File: src/rtl/p3_shifter_pkg.sv
// Shared op codes and FSM state encoding for the sequential shifter.
package p3_shifter_pkg;

  localparam logic [2:0] OP_PASS = 3'b000;
  localparam logic [2:0] OP_LSL  = 3'b001;
  localparam logic [2:0] OP_LSR  = 3'b010;
  localparam logic [2:0] OP_ASR  = 3'b011;
  localparam logic [2:0] OP_ROR  = 3'b100;

  localparam logic [1:0] S_IDLE  = 2'd0;
  localparam logic [1:0] S_SHIFT = 2'd1;
  localparam logic [1:0] S_DONE  = 2'd2;

endpackage

File: src/rtl/p3_shift_step.sv
// Combinational one-bit shift step; latency 0, no handshake.
// ROR case exists only when P3_SHIFTER_ROT_EN is defined; unknown ops pass through.
module p3_shift_step
  import p3_shifter_pkg::*;
#(
  parameter int DATA_W = 16
) (
  input  logic [2:0]        op,
  input  logic [DATA_W-1:0] d,
  output logic [DATA_W-1:0] q,
  output logic              bit_out
);

  always_comb begin
    q       = d;
    bit_out = 1'b0;
    case (op)
      OP_LSL: begin
        q       = {d[DATA_W-2:0], 1'b0};
        bit_out = d[DATA_W-1];
      end
      OP_LSR: begin
        q       = {1'b0, d[DATA_W-1:1]};
        bit_out = d[0];
      end
      OP_ASR: begin
        q       = {d[DATA_W-1], d[DATA_W-1:1]};
        bit_out = d[0];
      end
`ifdef P3_SHIFTER_ROT_EN
      OP_ROR: begin
        q       = {d[0], d[DATA_W-1:1]};
        bit_out = d[0];
      end
`endif
      default: begin
        q       = d;
        bit_out = 1'b0;
      end
    endcase
  end

endmodule

File: src/rtl/p3_seq_shifter.sv
// Multi-cycle shifter, one bit per clock; done N+1 cycles after start (1 for amt==0/pass).
// start ignored while busy; P3_SHIFTER_ROT_EN enables op 100 (rotate right).
module p3_seq_shifter
  import p3_shifter_pkg::*;
#(
  parameter int DATA_W = 16,
  parameter int AMT_W  = $clog2(DATA_W)
) (
  input  logic              clk,
  input  logic              reset,
  input  logic              start,
  input  logic [2:0]        op,
  input  logic [AMT_W-1:0]  amt,
  input  logic [DATA_W-1:0] din,
  output logic              busy,
  output logic              done,
  output logic [DATA_W-1:0] dout,
  output logic              carry
);

  logic [1:0]        state;
  logic [2:0]        op_q;
  logic [AMT_W-1:0]  cnt;
  logic [DATA_W-1:0] sh;
  logic [DATA_W-1:0] step_q;
  logic              step_bit;
  logic [2:0]        op_dec;

  // Fold undefined op codes into pass so the FSM never enters SHIFT for them.
  always_comb begin
    op_dec = OP_PASS;
    case (op)
      OP_LSL, OP_LSR, OP_ASR: op_dec = op;
`ifdef P3_SHIFTER_ROT_EN
      OP_ROR:                 op_dec = op;
`endif
      default:                op_dec = OP_PASS;
    endcase
  end

  p3_shift_step #(.DATA_W(DATA_W)) u_step (
    .op      (op_q),
    .d       (sh),
    .q       (step_q),
    .bit_out (step_bit)
  );

  always_ff @(posedge clk or posedge reset) begin
    if (reset) begin
      state <= S_IDLE;
      op_q  <= OP_PASS;
      cnt   <= '0;
      sh    <= '0;
      carry <= 1'b0;
    end else begin
      case (state)
        S_IDLE: begin
          if (start) begin
            sh    <= din;
            op_q  <= op_dec;
            cnt   <= amt;
            carry <= 1'b0;
            state <= (amt != '0 && op_dec != OP_PASS) ? S_SHIFT : S_DONE;
          end
        end
        S_SHIFT: begin
          sh    <= step_q;
          carry <= step_bit;
          cnt   <= cnt - AMT_W'(1);
          if (cnt == AMT_W'(1))
            state <= S_DONE;
        end
        default: state <= S_IDLE;
      endcase
    end
  end

  assign busy = (state != S_IDLE);
  assign done = (state == S_DONE);
  assign dout = sh;

endmodule

File: config.mk
export PLATFORM = sky130hd
export DESIGN_NAME = p3_seq_shifter
export DESIGN_NICKNAME = d
export VERILOG_FILES = /design/src/rtl/p3_shifter_pkg.sv /design/src/rtl/p3_shift_step.sv /design/src/rtl/p3_seq_shifter.sv
export SDC_FILE = /design/constraint.sdc
export NUM_CORES = 1
export LEC_CHECK = 0
export ABC_CLOCK_PERIOD_IN_PS = 1650
export BUFFER_PORTS_ARGS = -buffer_cell sky130_fd_sc_hd__buf_2
export CAP_MARGIN = 20
export CORE_AREA = 2 2 75 77
export CTS_CLUSTER_SIZE = 8
export DETAILED_ROUTE_END_ITERATION = 6
export DIE_AREA = 0 0 77 79
export SKIP_CTS_REPAIR_TIMING = 1
export SYNTH_ARGS = -nofsm -noshare
export SYNTH_HDL_FRONTEND = slang
export SYNTH_SLANG_ARGS = --single-unit
File: constraint.sdc
create_clock -name clk -period 1.65 [get_ports clk]
set_input_delay 0.165 -clock clk [delete_from_list [all_inputs] [get_ports clk]]
set_output_delay 0.165 -clock clk [all_outputs]
set_load 0.01 [all_outputs]
* Word level (Yosys, flattened, before mapping) *
Index checks and enable logic that the tools add are counted.

storage, ports and cells
  flip-flop bits (word level) = 26
  input bits = 26
  output and inout port bits = 19
  word-level logic and storage cells = 47

operators by class
  add/sub/neg operators = 1
  equal/unequal tests = 14
  mux-type cells = 13
  reductions and logical operators = 13

operators by type and width
  operator             number
  $pmux 16 s3          1
  $pmux 16 s2          1
  $mux 16              1
  $eq 3x2->1 const B   4
  $pmux 4 s2           1
  $eq 3x1->1 const B   2
  $mux 2               3
  $ne 2x2->1 const B   3
  $reduce_and 2->1     3
  $eq 4x1->1 const B   1
  $mux 4               1
  $ne 4x1->1 const B   1
  $pmux 1 s2           2
  $pmux 2 s2           1
  $reduce_and 4->1     1
  $reduce_bool 2->1    2
  $reduce_bool 4->1    1
  $sub 4x1->4 const B  1
  $mux 3               1
  $ne 3x1->1 const B   1
  $reduce_and 3->1     1
  $reduce_bool 3->1    1
  $reduce_or 3->1      1
  $eq 2x1->1 const B   1
  other kinds (5)      5

* Logic depth before layout (Yosys ltp) *
Gate-level depths: netlist of run 1.

  word-level depth = 8
  depth in mapped cells = 7
  gate-level depth less buffers = 5

* By module *
From an unflattened synthesis of run 1, not the netlist that was laid out.

unflattened totals
  cell total of the unflattened synthesis = 207
  area, all modules = 1725.4 um^2

modules (own cells, without submodules)
  module          instances  cells an instance  area an instance (um^2)
  p3_seq_shifter  1          135                1326.3
  p3_shift_step   1          72                 399.1

* Least setup slack after synthesis of run 1 *
Ideal clock, no wire load.

  path type = flip-flop to flip-flop
  start = register state[0]
  end = register sh[0] (netlist: dout[0])
  setup time = 125 ps
  data arrival time = 1507 ps
  data required time = 1525 ps
  slack = 18 ps
  stages on the path, launching flop included = 8
  buffers on the path = 3
  clock period less this slack = 1632 ps
  cells stage by stage = dfrtp_1 buf_4 nand2b_4 o31a_1 or2_1 buf_6 buf_12 mux2_4

on the way
  longest elaborated chain between the ends = 3

ends and longest elaborated chain
  element                                              line                  RTL
  start: declaration                                   p3_seq_shifter.sv:21  logic [1:0] state;
  start signal: assignment                             p3_seq_shifter.sv:63  state <= (amt != '0 && op_dec != OP_PASS) ? S_SHIFT : S_DONE;
  $eq 2x1->1 or $logic_not 2->1 (tied branches)        p3_seq_shifter.sv:56  case (state)
  $ne 4x1->1 (no source line) (tied with other cells)  -
  $reduce_and 3->1 (no source line)                    -
  end signal: assignment                               p3_seq_shifter.sv:59  sh <= din;
  end signal: assignment                               p3_seq_shifter.sv:67  sh <= step_q;
  end: declaration                                     p3_seq_shifter.sv:24  logic [DATA_W-1:0] sh;

Several ways; a longest one is shown, not always the timed one.
A chain may end at the register's enable or synchronous reset.

* Final worst setup path of run 1 *
  start = register state[0]
  end = register sh[9] (netlist: dout[9])

Same word-level chain as after synthesis.

==> results of run 1 <==
==> worst register-to-register path: cells and delay by family, from the launching register on <==
family	cells	cell delay [ps]
compound gates	1	280
buf+inv	2	220
flops	1	420
mux	1	300
simple gates	1	240
==> metrics by stage <==
step / setup slack, ps / instance area [um2] / hold WS [ps] / std cells
final: 96.8 / 1980 / 163 / 294
after global routing: 29.6 / 1980 / 174 / 294
after CTS: -156 / 1960 / -52.0 / 293
after detailed placement: -136 / 1910 / 247 / 289
after global placement: -11.3 / 1910 / 249 / 289
after floorplan: 18.4 / 1550 / 205 / 171
==> registers in the layout (all words and copies together), names as in the netlist <==
name	count
carry	1
op_q	3
cnt	4
state	2
dout	16
==> cell type report <==
class                           count  area share, %
Sequential cell                    26           32.9
Timing Repair Buffer               57           17.5
Clock buffer                        4           2.78
Multi-Input combinational cell    131           41.5
Inverter                            4          0.759
Tap cell                           72           4.56
==> worst min-delay path by stage <==
stage	end	from	slack (ps)
2_1_floorplan	carry	reset	210
3_3_place_gp	cnt[2]	reset	250
3_5_place_dp	cnt[2]	reset	250
4_1_cts	cnt[2]	reset	-50
5_1_grt	op_q[0]	op[0]	170
6_report	op_q[1]	op[1]	160
==> power by group through the flow <==
stage	Clock [W]	Sequential, W	Combinational, W
after floorplan	0	0.00125	0.000985
after global placement	0	0.00121	0.00152
after detailed placement	0	0.00121	0.00153
after CTS	0.000431	0.00121	0.00153
after global routing	0.000470	0.00125	0.00167
final	0.000417	0.00120	0.00151
==> cells in the final DEF (no fill, tap or decap), drive strengths merged <==
cell / netlist / routed
nand2b: 4 / 4
mux2: 16 / 16
or2: 4 / 4
and3: 1 / 1
nor3b: 1 / 1
ha: 2 / 2
o22a: 2 / 2
o41ai: 1 / 1
dlygate4sd3: 0 / 1
nand2: 38 / 38
a21oi: 2 / 2
o31a: 1 / 1
o31ai: 2 / 2
clkbuf: 4 / 4
nor3: 2 / 2
and2b: 1 / 1
buf: 6 / 56
nor2b: 2 / 2
nand3: 2 / 2
o21ai: 2 / 2
and2: 1 / 1
o21a: 2 / 2
xnor2: 1 / 1
dfrtp: 26 / 26
o22ai: 2 / 2
inv: 4 / 4
or2b: 1 / 1
nor2: 23 / 23
a31oi: 18 / 18
==> metal layers <==
layer | part of all wire [%] | up-vias
li1 | - | 692
met1 | 47 | 615
met2 | 46 | 39
met3 | 6.4 | 2
met4 | 0.29 | 0
met5 | 0 | -
==> cells by family after synthesis <==
logic type	Yosys count	synth area share [%]
flops	26	41.9
fa+ha+maj	2	1.61
simple gates	80	22.8
buf+inv	14	5.56
compound gates	32	13.5
xor+xnor	1	0.564
mux	16	14.0
==> flow_metrics.env, run 1 <==
export IMPL_worstReg2RegEnd="dout[9]"
export IMPL_rsz0062_at_grt="no"
export IMPL_clk_path_buf_depth=2
export IMPL_hold_path_class="in2reg"
export IMPL_clkTransAtPathRegs_ps=90
export IMPL_path_max_fanout=15
export IMPL_grt_pass1_vias=1258
export IMPL_drv_cap=0
export IMPL_cpMaxStageDelayCell="dfrtp_1"
export IMPL_drt_wirelength_per_cell_um=11.5
export IMPL_final_layout_size_suffix_gt1_share_pct=36.9
export IMPL_cp_num_buf_inv=2
export IMPL_grt_use_total_pct=11.7
export IMPL_p_leak_nw=0.955
export IMPL_cts_htree_levels=1
export IMPL_synth_edff_count=0
export IMPL_min_period_ps=1550
export IMPL_overflow=0
export IMPL_fin_setup_tns_ps=0
export IMPL_use_met2_pct=19.2
export IMPL_endpoint_kind="register"
export IMPL_drt_first_pass_iters=4
export IMPL_core_um2=5340
export IMPL_drt_iter0_markers=76
export IMPL_route_detailed_drc=0
export IMPL_r2r_slack_ps=100
export IMPL_crit_start="state[0]"
export IMPL_path_class="reg2reg"
export IMPL_postSynthCellCount=171
export IMPL_grt_pass1_wl_mm=5.75
export IMPL_ff2ff_path_depth=5
export IMPL_die_width_um=77
export IMPL_startpoint_type="register"
export IMPL_timing_final_crit_share_pct=94.1
export IMPL_setup_viol=0
export IMPL_ys_seq_area_share_pct=41.9
export IMPL_viasPerCell=4.59
export IMPL_clock_fmax_mhz=644
export IMPL_wl_mm=3.39
export IMPL_yosysMostFrequentCell="nand2_1"
export IMPL_power_switching_w=0.00120
export IMPL_timing_rr_start="state[0]"
export IMPL_synth_cell_types=35
export IMPL_run_status="completed"
export IMPL_tightestPinTransition_ps=605
export IMPL_ys_top_cells_by_count="38 x nand2_1, 26 x dfrtp_1, 23 x nor2_1"
export IMPL_ys_top_cells_by_area="dfrtp_1 42%, mux2_4 9.7%, nand2_1 9.2%"
export IMPL_async_reset_ff_share_pct=100
export IMPL_place_congestion=0.783
export IMPL_min_path_cells=3
export IMPL_irDropWorstVdd_mv=0.712
export IMPL_critPathCapture="dout[9]"
export IMPL_dp_hpwl_mm=2.51
export IMPL_cts_sinks=26
export IMPL_grt_max_degree=31
export IMPL_fin_skew_ps=6.32
export IMPL_ys_flop_type="dfrtp_1"
export IMPL_cp_top_family="flip-flops"
export IMPL_place_port_buffers=44
export IMPL_cellInternalPower_w=0.00193
export IMPL_multiInputGateArea_um2=821
export IMPL_critPathMaxStageDelay_ps=420
export IMPL_power_frac_seq_pct=38.4
export IMPL_yosys_warnings=0
export IMPL_ioPinCount=45
export IMPL_max_slew_margin_pct=59.5
export IMPL_use_met3_pct=3.86
export IMPL_finalHoldViolCount=0
export IMPL_finalPower_w=0.00314
export IMPL_met1_usage_pct=15.3
export IMPL_antenna_found_initial=0
export IMPL_arrival_ps=1720
export IMPL_syn_area_um2=1550
export IMPL_vias=1348
export IMPL_worst_skew_pair_late_latency_ps=270
export IMPL_num_rows=27
export IMPL_diodes=0
export IMPL_p_comb_share_pct=48.3
export IMPL_synth_area_leader_cell="dfrtp_1"
export IMPL_syn_to_final_growth_pct=27.3
export IMPL_worstPathRequired_ps=1820
export IMPL_fin_util_pct=37.0
export IMPL_yosysTopAreaCellShare_pct=41.9
export IMPL_seq_area_um2=651
export IMPL_p_per_area_nw_per_um2=1590
export IMPL_cts_tree="yes"
export IMPL_fill_cells=578
export IMPL_antenna_left=0
export IMPL_synth_fp_nets=199
export IMPL_p_sw_share_pct=38.3
export IMPL_crit_chain="inv_2, o31a_1, or2_1, buf_12, mux2_4"
export IMPL_top_usage_layer="met2"
export IMPL_synth_avg_cell_area_um2=9.08
export IMPL_design_die_area_um2=6080
export IMPL_clock_root_buffer="clkbuf_8"
export IMPL_finalNetCount=251
export IMPL_clkPwrFrac_pct=13.3
export IMPL_slew_violations=0
export IMPL_start_util_pct=29.1
export IMPL_cts_buffers=3
export IMPL_synth_seq_cells=26
export IMPL_crit_cells=5
export IMPL_die_h_um=79
Power figures use the tool's default switching activity.
==> run 2: changes to the inputs <==
CORE_AREA = 2 2 62 94   (was 2 2 75 77)
DIE_AREA = 0 0 64 96   (was 0 0 77 79)
==> run 2 against run 1 <==
  * Power is 2.6% lower
  * Sequential power hardly changed
  * Global-route usage is 1.1 points higher
  * Worst hold slack worse by 1.5 ps
  * Clock power is 13% lower
  * Final cell count is 2.0% lower
  * Via count is 0.59% lower
  * Sequential cell count stayed put
  * Worst setup slack worse by 36 ps
  * Register-to-register slack worse by 40 ps
  * Combinational power hardly changed
  * Critical endpoint is now dout[7]
  * Highest routed layer unchanged
==> flow_metrics.env, run 2 (synthesis gave the netlist of run 1 again) <==
export IMPL_run_status="completed"
export IMPL_clock_root_buffer="clkbuf_8"
export IMPL_cts_tree="yes"
export IMPL_hold_path_class="in2reg"
export IMPL_path_max_fanout=15
export IMPL_slew_violations=0
export IMPL_rsz0062_at_grt="no"
export IMPL_min_period_ps=1590
export IMPL_fill_cells=562
export IMPL_largest_reg_flops=16
export IMPL_timing_final_crit_share_pct=96.3
export IMPL_clkTransAtPathRegs_ps=90
export IMPL_drv_cap=0
export IMPL_mostFrequentLayoutCells="44 x buf_2, 38 x nand2_1, 26 x dfrtp_1"
export IMPL_cts_sinks=26
export IMPL_syn_to_final_growth_pct=24.4
export IMPL_diodes=0
export IMPL_cts_buffers=3
export IMPL_cp_top_family="flip-flops"
export IMPL_antenna_left=0
export IMPL_worstPathRequired_ps=1810
export IMPL_p_per_area_nw_per_um2=1580
export IMPL_grt_max_degree=31
export IMPL_num_rows=33
export IMPL_route_detailed_drc=0
export IMPL_finalNetCount=248
export IMPL_crit_chain="buf_6, o31a_1, or2_4, mux2_4"
export IMPL_max_slew_margin_pct=62.2
export IMPL_crit_cells=4
export IMPL_worstReg2RegEnd="dout[7]"
export IMPL_whs_endpoint="op_q[0]"
export IMPL_cts_htree_levels=1
export IMPL_clk_path_buf_depth=2
export IMPL_final_layout_size_suffix_gt1_share_pct=36.2
export IMPL_die_h_um=96
export IMPL_drt_wirelength_per_cell_um=12.4
export IMPL_grt_pass1_vias=1425
export IMPL_ff2ff_path_depth=4
export IMPL_startpoint_type="register"
export IMPL_r2r_slack_ps=60
export IMPL_clock_fmax_mhz=629
export IMPL_ioPinCount=45
export IMPL_die_width_um=64
export IMPL_design_die_area_um2=6140
export IMPL_final_common_cell="buf_2"
export IMPL_vias=1340
export IMPL_path_class="reg2reg"
export IMPL_worst_skew_pair_late_latency_ps=270
export IMPL_critPathMaxStageDelay_ps=410
export IMPL_wl_mm=3.57
export IMPL_setup_viol=0
export IMPL_cpMaxStageDelayCell="dfrtp_1"
export IMPL_endpoint_kind="register"
export IMPL_dp_hpwl_mm=2.66
export IMPL_viasPerCell=4.65
export IMPL_min_path_cells=3
export IMPL_grt_use_total_pct=12.8
export IMPL_post_place_cells=285
export IMPL_place_port_buffers=44
export IMPL_grt_pass1_wl_mm=6.29
export IMPL_core_um2=5330
export IMPL_p_leak_nw=0.930
export IMPL_finalPower_w=0.00305
export IMPL_worst_hold_slack_ps=161
export IMPL_place_congestion=0.806
export IMPL_antenna_found_initial=0
export IMPL_fin_skew_ps=5.02
export IMPL_drt_first_pass_iters=4
export IMPL_irDropWorstVdd_mv=0.626
export IMPL_finalHoldViolCount=0
export IMPL_tightestPinTransition_ps=564
export IMPL_cp_num_buf_inv=1
export IMPL_start_util_pct=29.2
export IMPL_arrival_ps=1740
export IMPL_overflow=0
export IMPL_timing_rr_start="op_q[2]"
export IMPL_drt_iter0_markers=72
export IMPL_instances_no_fill=288
export IMPL_worstHoldStart="op[0]"
## run 2: metrics by stage
step	util [%]	area (um2)	setup slack, ps	TNS [ps]
after floorplan	-	1550	18.4	0
after global placement	35.5	1890	29.3	0
after detailed placement	35.5	1890	-41.5	-255
after CTS	36.3	1930	-65.9	-578
after global routing	36.3	1930	4.87	0
final	36.3	1930	60.9	0
## run 2: layer usage
metal / vias up / wire [um] / track usage [%]
met1: 621 / 1500 / 13.8
met2: 36 / 1860 / 24.7
li1: 679 / - / -
met3: 4 / 169 / 1.64
met5: - / 0 / 0
met4: 0 / 43 / 5.07
## run 2: how the worst max path moves through the flow
stage             start  endpoint  slack, ps
2_1_floorplan  state[0]   dout[0]         20
3_3_place_gp    op_q[2]   dout[9]         30
3_5_place_dp    op_q[2]   dout[8]        -40
4_1_cts         op_q[2]   dout[8]        -70
5_1_grt         op_q[1]   dout[1]          5
6_report        op_q[2]   dout[7]         60
## run 2: final cells by class
class | instances | area [um2] | share of cell area (%)
Multi-Input combinational cell | 131 | 823 | 42.6
Sequential cell | 26 | 651 | 33.7
Timing Repair Buffer | 54 | 314 | 16.3
Tap cell | 70 | 87.6 | 4.53
Clock buffer | 3 | 41.3 | 2.14
Inverter | 4 | 15.0 | 0.777
## run 2: where the power goes
| part | switching, W | internal (W) |
|---|---|---|
| Combinational | 0.000719 | 0.000766 |
| Clock | 0.000198 | 0.000164 |
| Sequential | 0.000288 | 0.000917 |
| Total | 0.00121 | 0.00185 |
## run 2: worst min-delay path: cells and delay by family
kind	cells	cell delay [ps]
buf+inv	1	100
compound gates	1	70
simple gates	1	60
